### config.mk
export PLATFORM = sky130hd
export DESIGN_NAME = mario_obj_dma_flat
export DESIGN_NICKNAME = d
export VERILOG_FILES = /design/src/rtl/mario_obj_dma_if.sv /design/src/rtl/mario_obj_dma.sv /design/src/flat_wrapper.sv
export SDC_FILE = /design/constraint.sdc
export NUM_CORES = 1
export LEC_CHECK = 0
export ABC_AREA = 1
export BUFFER_PORTS_ARGS = -buffer_cell sky130_fd_sc_hd__buf_4
export CAP_MARGIN = 40
export CORE_ASPECT_RATIO = 1.25
export CORE_MARGIN = 3
export CORE_UTILIZATION = 45
export CTS_CLUSTER_DIAMETER = 200
export DETAILED_ROUTE_END_ITERATION = 7
export GPL_TIMING_DRIVEN = 0
export PLACE_DENSITY = 0.66
export REMOVE_ABC_BUFFERS = 1
export SETUP_SLACK_MARGIN = 0.5
export SLEW_MARGIN = 25
export SYNTH_ARGS = -nofsm -noshare
export SYNTH_HDL_FRONTEND = slang
export SYNTH_SLANG_ARGS = --single-unit
export TNS_END_PERCENT = 20
### constraint.sdc
create_clock -name I_CLK -period 1.7 [get_ports I_CLK]
set_input_delay 0.34 -clock I_CLK [delete_from_list [all_inputs] [get_ports I_CLK]]
set_output_delay 0.34 -clock I_CLK [all_outputs]
set_load 0.01 [all_outputs]
### src/rtl/mario_obj_dma_if.sv
// rtl/mario_obj_dma_if.sv - CPU-bus side of the sprite-list DMA (handshake, address, data, strobes)
interface mario_obj_dma_if;
  logic        I_DMA_RDY;
  logic        I_BUSACK_n;
  logic [7:0]  I_DB;
  logic        O_BUSRQ_n;
  logic        O_BUS_EN;
  logic [15:0] O_AB;
  logic [7:0]  O_DB;
  logic        O_MREQ_n;
  logic        O_RD_n;
  logic        O_WR_n;
  logic        O_BUSY;
  logic        O_DONE;

  modport master (
    input  I_DMA_RDY, I_BUSACK_n, I_DB,
    output O_BUSRQ_n, O_BUS_EN, O_AB, O_DB, O_MREQ_n, O_RD_n, O_WR_n, O_BUSY, O_DONE
  );

  modport slave (
    output I_DMA_RDY, I_BUSACK_n, I_DB,
    input  O_BUSRQ_n, O_BUS_EN, O_AB, O_DB, O_MREQ_n, O_RD_n, O_WR_n, O_BUSY, O_DONE
  );
endinterface

### src/rtl/mario_obj_dma.sv
// rtl/mario_obj_dma.sv - sprite-list DMA: takes the Z80 bus and copies work RAM into OBJ RAM
module mario_obj_dma #(
  parameter logic [15:0] SRC_BASE = 16'h6900,
  parameter logic [15:0] DST_BASE = 16'h7000,
  parameter int unsigned LENGTH   = 384
) (
  input  logic            I_CLK,
  input  logic            I_RESET,
  input  logic            I_CE,
  mario_obj_dma_if.master bus
);
  localparam logic [8:0] LAST_IDX = 9'(LENGTH - 1);

  typedef enum logic [2:0] {IDLE, REQ, RD1, RD2, WR1, WR2, REL} state_t;

  state_t      state, state_nx;
  logic [8:0]  idx, idx_nx;
  logic [7:0]  data, data_nx;
  logic        rdy_prev;
  logic        abort, abort_nx;
  logic        done_flag, done_flag_nx;

  logic        busrq_n, busrq_n_nx;
  logic        bus_en, bus_en_nx;
  logic [15:0] ab, ab_nx;
  logic [7:0]  db, db_nx;
  logic        mreq_n, mreq_n_nx;
  logic        rd_n, rd_n_nx;
  logic        wr_n, wr_n_nx;
  logic        busy, busy_nx;
  logic        done, done_nx;

  logic        rd_phase, wr_phase;

  always_comb begin
    state_nx     = state;
    idx_nx       = idx;
    data_nx      = data;
    abort_nx     = abort;
    done_flag_nx = done_flag;
    done_nx      = 1'b0;

    // A dropped RDY during a byte is remembered so the byte can still finish.
    if ((state == RD1 || state == RD2 || state == WR1 || state == WR2) && !bus.I_DMA_RDY)
      abort_nx = 1'b1;

    case (state)
      IDLE: begin
        if (bus.I_DMA_RDY && !rdy_prev) begin
          state_nx     = REQ;
          idx_nx       = '0;
          abort_nx     = 1'b0;
          done_flag_nx = 1'b0;
        end
      end
      REQ: begin
        if (!bus.I_DMA_RDY)
          state_nx = REL;
        else if (!bus.I_BUSACK_n)
          state_nx = RD1;
      end
      RD1: state_nx = RD2;
      RD2: begin
        state_nx = WR1;
        data_nx  = bus.I_DB;
      end
      WR1: state_nx = WR2;
      WR2: begin
        // Completion outranks a simultaneous abort on the last byte.
        if (idx == LAST_IDX) begin
          state_nx     = REL;
          done_flag_nx = 1'b1;
        end else if (abort_nx) begin
          state_nx = REL;
        end else begin
          idx_nx   = idx + 9'd1;
          state_nx = RD1;
        end
      end
      REL: begin
        if (bus.I_BUSACK_n) begin
          state_nx = IDLE;
          done_nx  = done_flag;
        end
      end
      default: state_nx = IDLE;
    endcase

    // Outputs are registered, so they are decoded from the state being entered.
    rd_phase   = (state_nx == RD1) || (state_nx == RD2);
    wr_phase   = (state_nx == WR1) || (state_nx == WR2);
    bus_en_nx  = rd_phase || wr_phase;
    busrq_n_nx = !((state_nx == REQ) || bus_en_nx);
    mreq_n_nx  = !bus_en_nx;
    rd_n_nx    = !rd_phase;
    wr_n_nx    = !(state_nx == WR2);
    busy_nx    = (state_nx != IDLE);
    ab_nx      = 16'h0000;
    db_nx      = 8'h00;
    if (rd_phase)
      ab_nx = SRC_BASE + {7'b0, idx_nx};
    if (wr_phase) begin
      ab_nx = DST_BASE + {7'b0, idx_nx};
      db_nx = data_nx;
    end
  end

  always_ff @(posedge I_CLK) begin
    if (I_RESET) begin
      state     <= IDLE;
      idx       <= '0;
      data      <= 8'h00;
      rdy_prev  <= 1'b0;
      abort     <= 1'b0;
      done_flag <= 1'b0;
      busrq_n   <= 1'b1;
      bus_en    <= 1'b0;
      ab        <= 16'h0000;
      db        <= 8'h00;
      mreq_n    <= 1'b1;
      rd_n      <= 1'b1;
      wr_n      <= 1'b1;
      busy      <= 1'b0;
      done      <= 1'b0;
    end else if (I_CE) begin
      state     <= state_nx;
      idx       <= idx_nx;
      data      <= data_nx;
      rdy_prev  <= bus.I_DMA_RDY;
      abort     <= abort_nx;
      done_flag <= done_flag_nx;
      busrq_n   <= busrq_n_nx;
      bus_en    <= bus_en_nx;
      ab        <= ab_nx;
      db        <= db_nx;
      mreq_n    <= mreq_n_nx;
      rd_n      <= rd_n_nx;
      wr_n      <= wr_n_nx;
      busy      <= busy_nx;
      done      <= done_nx;
    end
  end

  assign bus.O_BUSRQ_n = busrq_n;
  assign bus.O_BUS_EN  = bus_en;
  assign bus.O_AB      = ab;
  assign bus.O_DB      = db;
  assign bus.O_MREQ_n  = mreq_n;
  assign bus.O_RD_n    = rd_n;
  assign bus.O_WR_n    = wr_n;
  assign bus.O_BUSY    = busy;
  assign bus.O_DONE    = done;
endmodule

### src/flat_wrapper.sv
// flat-port wrapper written by rule: the top's interface ports become plain ports
module mario_obj_dma_flat 
#(
  parameter logic [15:0] SRC_BASE = 16'h6900,
  parameter logic [15:0] DST_BASE = 16'h7000,
  parameter int unsigned LENGTH   = 384
)
  (I_CLK, I_RESET, I_CE, bus_I_DMA_RDY, bus_I_BUSACK_n, bus_I_DB, bus_O_BUSRQ_n, bus_O_BUS_EN, bus_O_AB, bus_O_DB, bus_O_MREQ_n, bus_O_RD_n, bus_O_WR_n, bus_O_BUSY, bus_O_DONE);
  mario_obj_dma_if bus_i ();
  input  logic I_CLK;
  input  logic I_RESET;
  input  logic I_CE;
  input wire logic [$bits(bus_i.I_DMA_RDY)-1:0] bus_I_DMA_RDY;
  input wire logic [$bits(bus_i.I_BUSACK_n)-1:0] bus_I_BUSACK_n;
  input wire logic [$bits(bus_i.I_DB)-1:0] bus_I_DB;
  output wire logic [$bits(bus_i.O_BUSRQ_n)-1:0] bus_O_BUSRQ_n;
  output wire logic [$bits(bus_i.O_BUS_EN)-1:0] bus_O_BUS_EN;
  output wire logic [$bits(bus_i.O_AB)-1:0] bus_O_AB;
  output wire logic [$bits(bus_i.O_DB)-1:0] bus_O_DB;
  output wire logic [$bits(bus_i.O_MREQ_n)-1:0] bus_O_MREQ_n;
  output wire logic [$bits(bus_i.O_RD_n)-1:0] bus_O_RD_n;
  output wire logic [$bits(bus_i.O_WR_n)-1:0] bus_O_WR_n;
  output wire logic [$bits(bus_i.O_BUSY)-1:0] bus_O_BUSY;
  output wire logic [$bits(bus_i.O_DONE)-1:0] bus_O_DONE;
  assign bus_i.I_DMA_RDY = bus_I_DMA_RDY;
  assign bus_i.I_BUSACK_n = bus_I_BUSACK_n;
  assign bus_i.I_DB = bus_I_DB;
  assign bus_O_BUSRQ_n = bus_i.O_BUSRQ_n;
  assign bus_O_BUS_EN = bus_i.O_BUS_EN;
  assign bus_O_AB = bus_i.O_AB;
  assign bus_O_DB = bus_i.O_DB;
  assign bus_O_MREQ_n = bus_i.O_MREQ_n;
  assign bus_O_RD_n = bus_i.O_RD_n;
  assign bus_O_WR_n = bus_i.O_WR_n;
  assign bus_O_BUSY = bus_i.O_BUSY;
  assign bus_O_DONE = bus_i.O_DONE;
  mario_obj_dma #(.SRC_BASE(SRC_BASE), .DST_BASE(DST_BASE), .LENGTH(LENGTH)) u_core (.I_CLK(I_CLK), .I_RESET(I_RESET), .I_CE(I_CE), .bus(bus_i));
endmodule
== Yosys cells after proc, flatten, opt, wreduce, memory -nomap -nowiden ==
Index checks and enable logic that the tools add are counted.

* Logic and storage cells: 74
* Latch bits: 0
* Flip-flop bits (word level): 54
* Output and inout port bits: 31
* Input bits: 13
* Memory bits (writable): 0
* Memories: 0
* Memory bits (read-only): 0

* Reduce and logical (&&, ||, !) cells: 19
* Eq/ne operators: 14
* Shift operators: 0
* $add $sub $neg: 3
* $lt $le $gt $ge: 0
* Divide/modulo/power cells: 0
* Multiplexer cells: 23
* Bitwise gates (word level): 0
* Multiply operators: 0

{| class="wikitable"
|+ Operators by type and width
! cell !! count
|-
| adder 15 x 9 -> 16 bit, first input constant || 2
|-
| two-way mux 16 bit || 2
|-
| two-way mux 9 bit || 3
|-
| case mux 3 bit (7 select lines) || 1
|-
| two-way mux 3 bit || 6
|-
| case mux 9 bit (2 select lines) || 1
|-
| two-way mux 8 bit || 2
|-
| == test 3 bit, second input constant || 5
|-
| == test 3 x 2 -> 1 bit, second input constant || 4
|-
| adder 9 x 1 -> 9 bit, second input constant || 1
|-
| == test 9 bit, second input constant || 1
|-
| logical OR 1 bit || 7
|-
| two-way mux 1 bit || 7
|-
| == test 3 x 1 -> 1 bit, second input constant || 2
|-
| zero test 1 bit || 6
|-
| AND reduction 4 bit || 1
|-
| zero test 3 bit || 1
|-
| nonzero test 3 bit || 1
|-
| logical AND 1 bit || 2
|-
| inequality test 2 x 1 -> 1 bit, second input constant || 1
|-
| inequality test 2 bit, second input constant || 1
|-
| case mux 1 bit (2 select lines) || 1
|-
| nonzero test 2 bit || 1
|}

== Depth between registers and ports, before layout ==
* Depth in word-level cells: 14
* Gate-level depth with buffers: 14
* Mapped depth without buffers: 13

== Worst setup path after synthesis ==
Ideal clock, no wire load.

* Path kind: reg-to-reg
* Start: register u_core.idx[1]
* End: register u_core.ab[13], in the netlist u_core.bus.O_AB[13]
* Stages on the path, launching flop included: 13
* Buffers on the path: 0
* Path slack: 0.158 ns
* Clock period less this slack: 1.542 ns
* Arrival time: 1.428 ns
* Path through: dfxtp_1 ha_1 nand2_1 nor2_1 nand2_2 nand2_4 nand2_4 nand3_4 nand2_4 inv_2 nand2_2 nand2_1 nor2_2

* Longest elaborated chain between the ends: 7
* Elaborated cells between the ends (all ways): 18
* Classes of those cells: add/sub: 3; eq/ne: 5; mux: 8; reduce/logical: 2

{| class="wikitable"
|+ Ends and longest elaborated chain
! element !! RTL line !! RTL
|-
| start: declaration || mario_obj_dma.sv:17 || <nowiki>logic [8:0] idx, idx_nx;</nowiki>
|-
| start signal: assignment || mario_obj_dma.sv:127 || <nowiki>idx <= idx_nx;</nowiki>
|-
| adder 9 x 1 -> 9 bit / == test 9 bit (equally long branches) || mario_obj_dma.sv:76, mario_obj_dma.sv:70 ||
|-
| two-way mux 9 bit / two-way mux 3 bit (equally long branches) || mario_obj_dma.sv:73, mario_obj_dma.sv:70 ||
|-
| two-way mux 9 bit / case mux 3 bit (7 select lines) (equally long branches) || mario_obj_dma.sv:70, mario_obj_dma.sv:47 ||
|-
| case mux 9 bit (2 select lines) / == test 3 x 2 -> 1 bit (equally long branches) || mario_obj_dma.sv:47, mario_obj_dma.sv:90 ||
|-
| adder 15 x 9 -> 16 bit / logical OR 1 bit (equally long branches) || mario_obj_dma.sv:101, mario_obj_dma.sv:90 ||
|-
| two-way mux 16 bit || mario_obj_dma.sv:100 || <nowiki>if (rd_phase)</nowiki>
|-
| two-way mux 16 bit (*) || mario_obj_dma.sv:102 || <nowiki>if (wr_phase) begin</nowiki>
|-
| end signal: assignment || mario_obj_dma.sv:134 || <nowiki>ab <= ab_nx;</nowiki>
|-
| end: declaration || mario_obj_dma.sv:25 || <nowiki>logic [15:0] ab, ab_nx;</nowiki>
|}

Every way passes the cells marked *; elsewhere a longest branch is shown, timed or not.
A chain may end at the register's enable or synchronous reset.

== Final worst setup path ==
* Start: register u_core.state[1]
* End: register u_core.ab[4], in the netlist u_core.bus.O_AB[4]

* Longest elaborated chain between the ends: 13
* Elaborated cells between the ends (all ways): 32
* Classes of those cells: add/sub: 2; eq/ne: 10; mux: 13; reduce/logical: 7

{| class="wikitable"
|+ Ends and longest elaborated chain
! element !! RTL line !! RTL
|-
| start: declaration || mario_obj_dma.sv:16 || <nowiki>state_t state, state_nx;</nowiki>
|-
| start signal: assignment || mario_obj_dma.sv:126 || <nowiki>state <= state_nx;</nowiki>
|-
| parallel branches: the longest is 12 deep, another holds adder 15 x 9 -> 16 bit || n/a ||
|-
| two-way mux 16 bit (*) || mario_obj_dma.sv:102 ||
|}

Mark *: on every way between the ends.

==> run summary <==
• **placer's final routability congestion estimate** 0.941
• **required time reported for the critical path endpoint** 1940 ps
• **total core area** 5480 um^2
• **Die ar.** 6670 um^2
• **final period utilization** 89.9%
• **final routed DRC violation total** 0
• **clock tree from TritonCTS** yes
• **worst setup slack after placement** -96.4 ps
• **post-synthesis sequential element count** 50
• **H-Tree Depth** 2
• **Detailed Route WL** 6670 um
• **most common cell in the synthesized netlist** nand2_1
• **commonest register cell after synthesis** dfxtp_1
• **detailed-route wire length per cell** 14.3 um
• **fill count** 494
• **number of hold violations in the final report** 0
• **final worst slack** 171 ps
• **number of optimization iterations in the first detailed-route pass** 4
• **peak ir drop on the vdd network** 559 uV
• **Bufs on Longest Clock Path** 2
• **Register-to-Register Setup Slack** 170 ps
• **final design area excluding fillers** 3370 um^2
• **area added between synthesis and finish** 30.9%
• **gr usage total** 20.1%
• **post-synth design cell area** 2570 um^2
• **top cells by area, synth** dfxtp_1, nand2_1, a21oi_1
• **final non-filler cell total** 467
• **total inserted antenna cells** 0
• **worst hold path startpoint** bus_I_BUSACK_n
• **die height** 90.6 um
• **total CTS buffers** 5
• **Setup crit start kind** flip-flop
• **final count of negative-setup-slack endpoints** 0
• **type of destination of the critical path** flip-flop
• **number of cells on the worst hold path** 3
• **clock tree sinks** 50
• **ratio of cells with drive above 1 in the final layout** 37.5%
• **Clock Latency Late Sink** 310 ps
• **asr flop ratio synth** 0%
• **drt via density** 5.46
• **DP Cell Count** 440
• **initial standard-cell utilization of the core** 47.0%
• **number of design-rule violations left by the first detailed-router iteration** 163
• **reg2reg start** u_core.state[1]$_SDFFE_PP0P_
• **std cell rows** 30
• **Max FO, Critical Path** 6
• **start point of the critical path** u_core.state[1]$_SDFFE_PP0P_
• **Congestion Overflow GR** 0
• **antenna-violating nets left** 0
• **number of warnings issued by yosys** 0
• **number of nets at the end of the flow** 417
• **power density cells** 762 nW/um^2
• **category of the critical setup timing path** reg2reg
• **pin count of the biggest net entering global routing** 44
• **Ports** 44
• **Synth cell types** 35
• **Tightest Hold Check Type** in2reg
• **placed wire-length estimate after detailed placement** 3930 um
• **static leakage** 1.39 nW
• **instance area at placement** 2870 um^2
• **Final Max Tran Viols** 0
• **number of global-route vias before repair** 2335
• **number of antenna violations at the first check in global routing** 0
• **arrival time at the worst endpoint** 1770 ps
• **share of Yosys cell area claimed by the top area cell type** 38.9%
• **number of flops mapped to enable cells by yosys** 0
• **status** complete, no violations
• **Horiz. Die Dim** 73.7 um
• **maxcap violations** 0
• **total via count in the routed design** 2550
• **final period demand of the worst path** 1530 ps
• **share of synthesized area occupied by flip-flops and latches** 38.9%
• **final clock skew** 6.74 ps
• **Syn Area/Cell** 7.23 um^2
• **Max Clock Freq** 654 MHz
• **worst reg2reg path depth** 11
• **unrepaired setup endpoints after global routing** true
• **number of cells produced by synthesis** 356
• **clock transition at the registers of the reported paths** 90 ps
• **number of buffers inserted by hold repair at cts** 0
• **global-route wire length before repair** 10800 um
• **clock root buffer master** clkbuf_8
• **top cells by count, synth** nand2_1, dfxtp_1, a21oi_1, nand3_1, inv_1
• **number of buffer cells added on primary ports** 41
• **cell taking the most area after synthesis** dfxtp_1
## path summary, 6_finish.rpt
kind	endpoint
worst max register to register	u_core.bus.O_AB[4]$_SDFFE_PP0P_
worst min register to register	u_core.bus.O_DB[1]$_SDFFE_PP0P_
worst min-delay path	u_core.bus.O_DONE$_SDFFE_PP0P_
worst max-delay path	u_core.bus.O_AB[4]$_SDFFE_PP0P_
## worst max-delay path, cell delays in order, from the launching register on
cell and delay [ps]:
dfxtp_4 390, inv_6 90, nand2_4 80, nand3_4 90
nand2_4 90, inv_4 100, nand2_4 50, nand2_4 90
nand3_4 130, nand2_4 140, nand3_1 90, a21oi_1 130
## repair_timing
item | 4_1_cts | 5_1_grt
cloned | 2 | 0
hold endpoints to repair | 0 | 0
setup endpoints to repair | 48 | 48
setup buffers | 11 | 7
gates resized for setup | 41 | 27
pin swaps | 12 | 21
## cell families after synthesis
logic type | share of synthesized area, %
simple gates | 34.0
buf+inv | 8.80
flops | 38.9
other cells | 0.146
fa+ha+maj | 0.486
compound gates | 14.2
mux | 3.50
## per-layer routing
layer / vias up / GRT usage [%] / routed length, um
met2: 65 / 32.8 / 3390
met3: 19 / 5.01 / 381
li1: 1259 / - / -
met5: - / 0 / 0
met4: 0 / 9.21 / 169
met1: 1207 / 24.0 / 2730
## through the flow
step | total power, W | hold WS (ps) | utilization [%] | TNS [ps]
3_5_place_dp | 0.00163 | 456 | 52.4 | -575
5_1_grt | 0.00266 | 362 | 61.5 | 0
4_1_cts | 0.00255 | 350 | 58.8 | 0
3_3_place_gp | 0.00162 | 448 | 52.0 | -19330
6_report | 0.00257 | 350 | 61.5 | 0
2_1_floorplan | 0.00148 | 402 | - | 0
## area by class of cell
type	count	area, um^2	share of cell area [%]
timing repair buffer	60	474	14.1
clock buffer	6	82.6	2.45
multi-input combinational	259	1550	46.0
clock inverter	1	30.0	0.891
tap	64	80.1	2.38
inverter	27	124	3.67
sequential	50	1030	30.6
## layout by cell type (no fill, tap or decap), drive strengths merged
cell / Yosys / final
nand2: 110 / 112
buf: 12 / 60
dfxtp: 50 / 50
a21oi: 48 / 48
nand3: 41 / 41
inv: 27 / 27
nor2: 22 / 22
o21ai: 10 / 10
mux2: 8 / 8
clkbuf: 11 / 6
nand4: 4 / 4
a211oi: 3 / 3
conb: 1 / 2
o211ai: 2 / 2
or2: 1 / 1
nor3: 1 / 1
nand3b: 1 / 1
o21bai: 1 / 1
a41oi: 1 / 1
o22ai: 1 / 1
ha: 1 / 1
bufinv: 0 / 1
## state kept, by name (all words and copies together) (netlist names)
signal,count
u_core.bus.O_DONE,1
u_core.state,3
u_core.bus.O_DB,8
u_core.data,8
u_core.bus.O_AB,13
u_core.idx,9
u_core.abort,1
u_core.bus.O_WR_n,1
u_core.done_flag,1
u_core.bus.O_RD_n,1
u_core.bus.O_BUSY,1
u_core.rdy_prev,1
u_core.bus.O_BUSRQ_n,1
u_core.bus.O_MREQ_n,1
## power breakdown
group / leakage (nW) / internal (W) / total, W / switching, W
clock: 0.0573 / 0.000471 / 0.000870 / 0.000399
sequential: 0.413 / 0.00119 / 0.00122 / 0.0000287
combinational: 0.923 / 0.000182 / 0.000473 / 0.000292
No activity file was read; power rests on OpenSTA's default activity.
